### src/rtl/note_lane_array.sv
// note_lane_array: multi-lane falling-note engine; spawns, scrolls, retires and hit-resolves
// notes once per frame tick and flags pixels covered by active notes.
module note_lane_array #(
    parameter int NUM_LANES  = 5,
    parameter int SLOTS      = 4,
    parameter int NOTE_SIZE  = 40,
    parameter int Y_STEP     = 3,
    parameter int Y_MAX      = 479,
    parameter int LANE_X0    = 100,
    parameter int LANE_PITCH = 100,
    parameter int HIT_Y_LO   = 400,
    parameter int HIT_Y_HI   = 460
) (
    input  logic                 Clk,
    input  logic                 Reset_n,
    input  logic                 frame_clk,
    input  logic [9:0]           DrawX,
    input  logic [9:0]           DrawY,
    input  logic [NUM_LANES-1:0] spawn,
    input  logic [NUM_LANES-1:0] hit,
    output logic [NUM_LANES-1:0] is_note,
    output logic [NUM_LANES-1:0] hit_ok,
    output logic [NUM_LANES-1:0] hit_bad,
    output logic [NUM_LANES-1:0] miss,
    output logic [NUM_LANES-1:0] spawn_drop
);
    localparam int SW = SLOTS > 1 ? $clog2(SLOTS) : 1;
    localparam logic [9:0]  HLO   = 10'(HIT_Y_LO);
    localparam logic [9:0]  HHI   = 10'(HIT_Y_HI);
    localparam logic [9:0]  NSZ10 = 10'(NOTE_SIZE);
    localparam logic [10:0] NSZ11 = 11'(NOTE_SIZE);
    localparam logic [10:0] STEP  = 11'(Y_STEP);
    localparam logic [10:0] YMAX  = 11'(Y_MAX);

    logic [SLOTS-1:0]     act   [NUM_LANES];
    logic [SLOTS-1:0]     act_n [NUM_LANES];
    logic [9:0]           y     [NUM_LANES][SLOTS];
    logic [9:0]           y_n   [NUM_LANES][SLOTS];
    logic                 frame_clk_s, frame_clk_d, tick;
    logic [NUM_LANES-1:0] ok_n, bad_n, miss_n, drop_n;
    logic                 found, free_found, close;
    logic [SW-1:0]        sel, fsel;
    logic [9:0]           sel_y;
    logic [10:0]          nxt, xl;

    always_ff @(posedge Clk or negedge Reset_n) begin
        if (!Reset_n) begin
            frame_clk_s <= 1'b1;
            frame_clk_d <= 1'b1;
            tick        <= 1'b0;
            act         <= '{default: '0};
            y           <= '{default: '0};
            hit_ok      <= '0;
            hit_bad     <= '0;
            miss        <= '0;
            spawn_drop  <= '0;
        end else begin
            frame_clk_s <= frame_clk;
            frame_clk_d <= frame_clk_s;
            tick        <= frame_clk_s & ~frame_clk_d;
            act         <= act_n;
            y           <= y_n;
            hit_ok      <= ok_n;
            hit_bad     <= bad_n;
            miss        <= miss_n;
            spawn_drop  <= drop_n;
        end
    end

    // Hit removal happens first so the removed slot neither advances nor retires, and is free to spawn into.
    always_comb begin
        act_n      = act;
        y_n        = y;
        ok_n       = '0;
        bad_n      = '0;
        miss_n     = '0;
        drop_n     = '0;
        found      = 1'b0;
        free_found = 1'b0;
        close      = 1'b0;
        sel        = '0;
        fsel       = '0;
        sel_y      = '0;
        nxt        = '0;
        for (int l = 0; l < NUM_LANES; l++) begin
            found = 1'b0;
            sel   = '0;
            sel_y = '0;
            for (int s = 0; s < SLOTS; s++)
                if (hit[l] && act[l][s] && y[l][s] >= HLO && y[l][s] <= HHI && (!found || y[l][s] > sel_y)) begin
                    found = 1'b1;
                    sel   = SW'(s);
                    sel_y = y[l][s];
                end
            ok_n[l]  = found;
            bad_n[l] = hit[l] & ~found;
            if (found)
                act_n[l][sel] = 1'b0;
            if (tick) begin
                close = 1'b0;
                for (int s = 0; s < SLOTS; s++)
                    if (act_n[l][s]) begin
                        close = close | (y[l][s] < NSZ10);
                        nxt   = {1'b0, y[l][s]} + STEP;
                        if (nxt > YMAX) begin
                            act_n[l][s] = 1'b0;
                            miss_n[l]   = 1'b1;
                        end else
                            y_n[l][s] = nxt[9:0];
                    end
                free_found = 1'b0;
                fsel       = '0;
                for (int s = 0; s < SLOTS; s++)
                    if (!act_n[l][s] && !free_found) begin
                        free_found = 1'b1;
                        fsel       = SW'(s);
                    end
                if (spawn[l]) begin
                    if (!free_found || close)
                        drop_n[l] = 1'b1;
                    else begin
                        act_n[l][fsel] = 1'b1;
                        y_n[l][fsel]   = '0;
                    end
                end
            end
        end
    end

    // Bounds are 11 bits wide so a note near the bottom row cannot wrap back to the top.
    always_comb begin
        is_note = '0;
        xl      = '0;
        for (int l = 0; l < NUM_LANES; l++) begin
            xl = 11'(LANE_X0 + l * LANE_PITCH);
            for (int s = 0; s < SLOTS; s++)
                is_note[l] = is_note[l] | (act[l][s]
                    & ({1'b0, DrawX} >= xl) & ({1'b0, DrawX} < xl + NSZ11)
                    & ({1'b0, DrawY} >= {1'b0, y[l][s]}) & ({1'b0, DrawY} < {1'b0, y[l][s]} + NSZ11));
        end
    end
endmodule

### config.mk
export PLATFORM = sky130hd
export DESIGN_NAME = note_lane_array
export DESIGN_NICKNAME = d
export VERILOG_FILES = /design/src/rtl/note_lane_array.sv
export SDC_FILE = /design/constraint.sdc
export NUM_CORES = 1
export LEC_CHECK = 0
export ABC_AREA = 0
export BUFFER_PORTS_ARGS = -buffer_cell sky130_fd_sc_hd__clkbuf_2
export CAP_MARGIN = 30
export CORE_MARGIN = 2
export CORE_UTILIZATION = 50
export CTS_CLUSTER_SIZE = 16
export DETAILED_ROUTE_END_ITERATION = 6
export PLACE_DENSITY = 0.66
export RECOVER_POWER = 100
export SYNTH_ARGS = -nofsm -noshare
export SYNTH_HDL_FRONTEND = slang
export SYNTH_SLANG_ARGS = --single-unit
### constraint.sdc
create_clock -name Clk -period 8.4 [get_ports Clk]
set_input_delay 1.68 -clock Clk [delete_from_list [all_inputs] [get_ports Clk]]
set_output_delay 1.68 -clock Clk [all_outputs]
set_load 0.02 [all_outputs]
After elaboration in Yosys (flattened, before gate mapping). Index checks and enable logic that the tools add are counted.

$add $sub $neg: 40. Magnitude comparators: 175. Muxes and demuxes: 390. Bitwise operators: 152. Reduce and logical (&&, ||, !) cells: 175.

Operators by type and width (number): $mux W10 (80); $mux W40 (10); $mux W1 (240); $ge A10 B9 Y1 const B (23); $add A10 B2 Y11 const B (20); $add A10 B6 Y11 const B (20); $gt A11 B9 Y1 const B (20); $lt A10 B11 Y1 (20); $and A40 B40 Y40 (5); $ge A10 B10 Y1 (20); $le A10 B9 Y1 const B (20); $lt A10 B6 Y1 const B (20); $not A40 Y40 (5); $gt A10 B10 Y1 (15); $logic_and A1 B1 Y1 (105); $demux W10 S2 (5); $and A1 B1 Y1 (86); $mux W4 (20); $logic_not A1 Y1 (50); $mux W2 (25); $lt A2 B3 Y1 const B (10); $or A1 B1 Y1 (30); $and A4 B4 Y4 (5); $demux W1 S2 (10); other kinds (13) (68).

Register bits: 243. Word-level logic and storage cells: 964.

Longest topological paths before layout.
Word-level depth: 48. Mapped depth: 39.

Worst setup path after synthesis. Ideal clock, no wire load.

Path type: input-to-reg. Start: input port hit[2]. End: register y[81] (netlist name). Library setup time: 0.139 ns. Arrival time: 8.477 ns. Path slack: -0.216 ns. Stages on the path: 33. Buffers on the path: 3. Cells stage by stage: nand2_1 -> or4_4 -> a21oi_4 -> clkbuf_1 -> nand2_1 -> ha_1 -> a21o_1 -> a21o_1 -> a2111oi_0 -> o21ai_0 -> nand2_1 -> clkbuf_1 -> nor2_1 -> a31oi_1 -> ha_1 -> and4_1 -> o21ai_0 -> a21boi_0 -> o31ai_1 -> o31ai_1 -> clkbuf_1 -> nor2_1 -> a21oi_1 -> ha_1 -> a211oi_1 -> o21ai_0 -> o211ai_1 -> a211oi_1 -> o311a_4 -> a2111oi_4 -> nand3_2 -> nor4b_4 -> nor2_1.

Word-level cells in the longest chain between the ends: 48.

RTL lines: start: declaration (RTL line 20) `input logic [NUM_LANES-1:0] hit,`; $logic_and A1 B1 Y1 (3 in series) (RTL line 90) `if (hit[l] && act[l][s] && y[l][s] >= HLO && y[l][s] <= HHI && (!found || y[l][s] > sel_y)) begin`; $mux W10 / $mux W1 (equally long branches) (RTL line 90); $gt A10 B10 Y1 / $logic_not A1 Y1 (equally long branches) (RTL line 90); $logic_or A1 B1 Y1 (RTL line 90); $logic_and A1 B1 Y1 (RTL line 90); $mux W10 / $mux W1 (equally long branches) (RTL line 90); $gt A10 B10 Y1 / $logic_not A1 Y1 (equally long branches) (RTL line 90); $logic_or A1 B1 Y1 (RTL line 90); [... 30 more ...]; $ge A3 B3 Y1 (not written as such) / $lt A3 B1 Y1 (equally long branches) (RTL line 123) `y_n[l][fsel] = '0;`; $logic_and A1 B1 Y1 (not written as such) (RTL line 123); $mux W10 (not written as such) (RTL line 123); $demux W10 S2 (RTL line 123); $not A40 Y40 (no line); $and A40 B40 Y40 (no line); $mux W40 (RTL line 119) `if (!free_found || close)`; $mux W40 (*) (RTL line 118) `if (spawn[l]) begin`; end signal: assignment (RTL line 62) `y <= y_n;`; end: declaration (RTL line 37) `logic [9:0] y [NUM_LANES][SLOTS];`.

Mark *: on every way between the ends. The rest lies on a longest branch, timed or not. The select of a mux whose other input is x is not followed. A chain may end at the register's enable or synchronous reset.

Worst setup path in the final report.
Start: input port hit[2]. End: register y[97] (netlist name).

Same word-level chain as after synthesis.

==> run_results.csv <==
group,metric,value,unit
min_path,hold_path.startpoint,"frame_clk_s",
worst_setup_path,cp.arrival,8380,ps
timing,post-route-period-util,0.946,
floorplanning,die_h,249,um
clocking,clk_latency,560,ps
worst_setup_path,path_class,"in -> reg",
logic_synthesis,avgSynthCellArea,7.98,um2
worst_setup_path,setup.worst_path.end_class,"register",
global_routing,grt_usage,0.281,
logic_synthesis,ys_seq_elements,243,
clocking,cts.sinks,243,
worst_setup_path,required,8840,ps
finish,final_common_cell,"ha_1",
worst_setup_path,critPathMaxStageDelay,440,ps
logic_synthesis,synthArstFlopShare,1.00,
timing,fin_crit,7950,ps
min_path,hp-class,"reg -> reg",
global_routing,grt_max_degree,139,
global_routing,grt_pass1_vias,27100,
timing,setup_viol_count_final,0,
logic_synthesis,ys.flop_type,"dfrtp_1",
outcome,failed_checks,"capacitance limit, slew limit",
place,place.gp.congestion,0.920,
min_path,min_to,"frame_clk_d",
global_routing,grt_use_met2,0.457,
timing,fin_ws,454,ps
finish,drive_gt1_frac,0.0794,
timing,relSlewSlack,-1.52,
timing,finClkSkew,25.4,ps
logic_synthesis,ys_warn_count,0,
timing,tightestPinTransition,3780,ps
global_routing,grt_use_met1,0.385,
drt,drtIter0Drc,1630,
global_routing,grt_pass1_wl,144000,um
clocking,htree_num_levels,2,
timing,timing.fmax,126,MHz
clocking,clk_pin_slew,50,ps
clocking,cts_root_buf,"clkbuf_16",
worst_setup_path,cp-start-kind,"input port",
drt,vias,28500,
logic_synthesis,netlist_instances,3752,
worst_setup_path,r2r-start,"y[151]",
finish,multi_input_area,22100,um2
global_routing,top_usage_layer,"met2",
place,io_buffers,55,
floorplanning,initial_core_util,0.507,
worst_setup_path,crit_path_top_delay_cell,"or4_4",
clocking,cts_buffer_depth,3,
global_routing,grt_overflow,0,
drt,post_drt_wl_per_cell,18.8,um
finish,num_antenna_cells,0,
floorplanning,core,59100,um2
drt,via_per_inst,6.12,
finish,final_cell_mix,"ha_1, o21ai_0, inv_1",
finish,area_delta_synth_final,10.0,%
job,cap_violations,1,
place,hpwl,64900,um
place,dpl_worst_slack,-252,ps
finish,nFillCells,5613,
worst_setup_path,path_max_fanout,9,
logic_synthesis,synth_area,30000,um2
drt,totalWireLength,87700,um
worst_setup_path,cp_common_cell,"buf_4",
finish,nets,4439,
timing,hold_viol_final,0,
global_routing,antenna_found_initial,0,
floorplanning,pin_count,58,
min_path,min_path_cells,0,
outcome,outcome,"complete, but fails checks",
pwr,power_density,235,nW/um2
logic_synthesis,ys_types,101,
finish,final_util,0.557,
floorplanning,die-area,61900,um2
pwr,p_leak,14.4,nW
floorplanning,num_rows,89,
timing,slew_violations,139,
worst_setup_path,reg2reg_to,"y[134]",
global_routing,met3_usage,0.0367,
drt,drtPass1Iterations,5,
pwr,max-vdd-ir-drop,137,uV
timing,tns,0,ps
floorplanning,die_w,249,um
logic_synthesis,yosysSeqAreaShare,0.203,
drt,drc,0,
worst_setup_path,r2r_cells,33,
finish,seq_area,6090,um2
clocking,numCtsBuffers,36,
drt,ant_nets,0,
logic_synthesis,synth-edff-count,0,
clocking,cts_tree,"built",
worst_setup_path,rrSetupSlack,770,ps
stage by stage:
stage	hold WS, ps	cell area (um2)	power (W)	std cells
3_5_place_dp	357	31900	0.00620	4589
3_3_place_gp	357	31800	0.00612	4588
4_1_cts	365	33000	0.00775	4650
5_1_grt	383	32900	0.00849	4652
2_1_floorplan	351	30000	0.00504	3766
6_report	365	32900	0.00773	4652
metal layers:
| metal | vias to the layer above | routed length, um |
|---|---|---|
| li1 | 14100 | - |
| met1 | 13500 | 40900 |
| met2 | 749 | 39300 |
| met3 | 140 | 5000 |
| met4 | 0 | 2450 |
| met5 | - | 0 |
timing repair:
action | 4_1_cts | 5_1_grt
hold buffers | 0 | 0
setup endpoints to repair | 0 | 65
setup buffers | 0 | 2
resized for setup | 0 | 11
critical path, delay by kind of cell:
| kind | cells | cell delay [ps] |
|---|---|---|
| AND/OR/NAND/NOR | 6 | 1170 |
| buffers and inverters | 7 | 1160 |
| AO/OA/AOI/OAI | 17 | 3450 |
| adder cells (fa/ha/maj) | 3 | 910 |
worst max path at each step:
stage / start / to / slack, ps / cells past startpoint
finish: hit[2] / y[97] / 450 / 33
global placement: hit[2] / y[81] / -180 / 35
CTS: hit[2] / y[81] / 330 / 33
floorplan: hit[2] / y[81] / 70 / 33
global route: hit[2] / y[85] / -20 / 34
detailed placement: hit[2] / y[84] / -250 / 33
cells by family after synthesis:
kind of cell | Yosys count | share of synthesized area
flip-flops | 243 | 0.203
buffers and inverters | 477 | 0.0608
other | 1 | 0.000125
XOR/XNOR | 161 | 0.0471
multiplexers | 25 | 0.00915
adder cells (fa/ha/maj) | 550 | 0.230
AND/OR/NAND/NOR | 1100 | 0.189
AO/OA/AOI/OAI | 1195 | 0.261
report_power, final:
group          switching [W]  internal, W
Clock               0.000598     0.000895
Combinational        0.00227      0.00180
Sequential          0.000715      0.00146
layout make-up:
class	count	share of cell area
timing repair buffer	210	0.0435
multi-input combinational	3046	0.672
inverter	319	0.0363
sequential	243	0.185
clock buffer	53	0.0321
tap	773	0.0294
clock inverter	8	0.00213
cells in the mapped netlist (all sizes together) (31+ instances only):
cell,n,area share
dfrtp,241,0.20
xnor2,140,0.041
nand2,252,0.032
o211ai,65,0.016
buf,31,0.0049
nor2b,54,0.011
nand2b,45,0.0094
nand4,62,0.013
inv,311,0.039
or3,38,0.0079
o21ai,330,0.055
a21o,106,0.027
a211oi,53,0.013
nor3,110,0.019
a31oi,49,0.010
nand3,75,0.013
clkbuf,127,0.016
a21oi,266,0.045
nor4,38,0.0081
ha,550,0.23
nor2,252,0.032
sequential cells by signal, indices dropped and copies added, names as in the netlist:
| signal | count |
|---|---|
| frame_clk_d | 1 |
| miss | 5 |
| y | 200 |
| spawn_drop | 5 |
| tick | 1 |
| hit_bad | 5 |
| hit_ok | 5 |
| act | 20 |
| frame_clk_s | 1 |
Power figures use the tool's default switching activity.
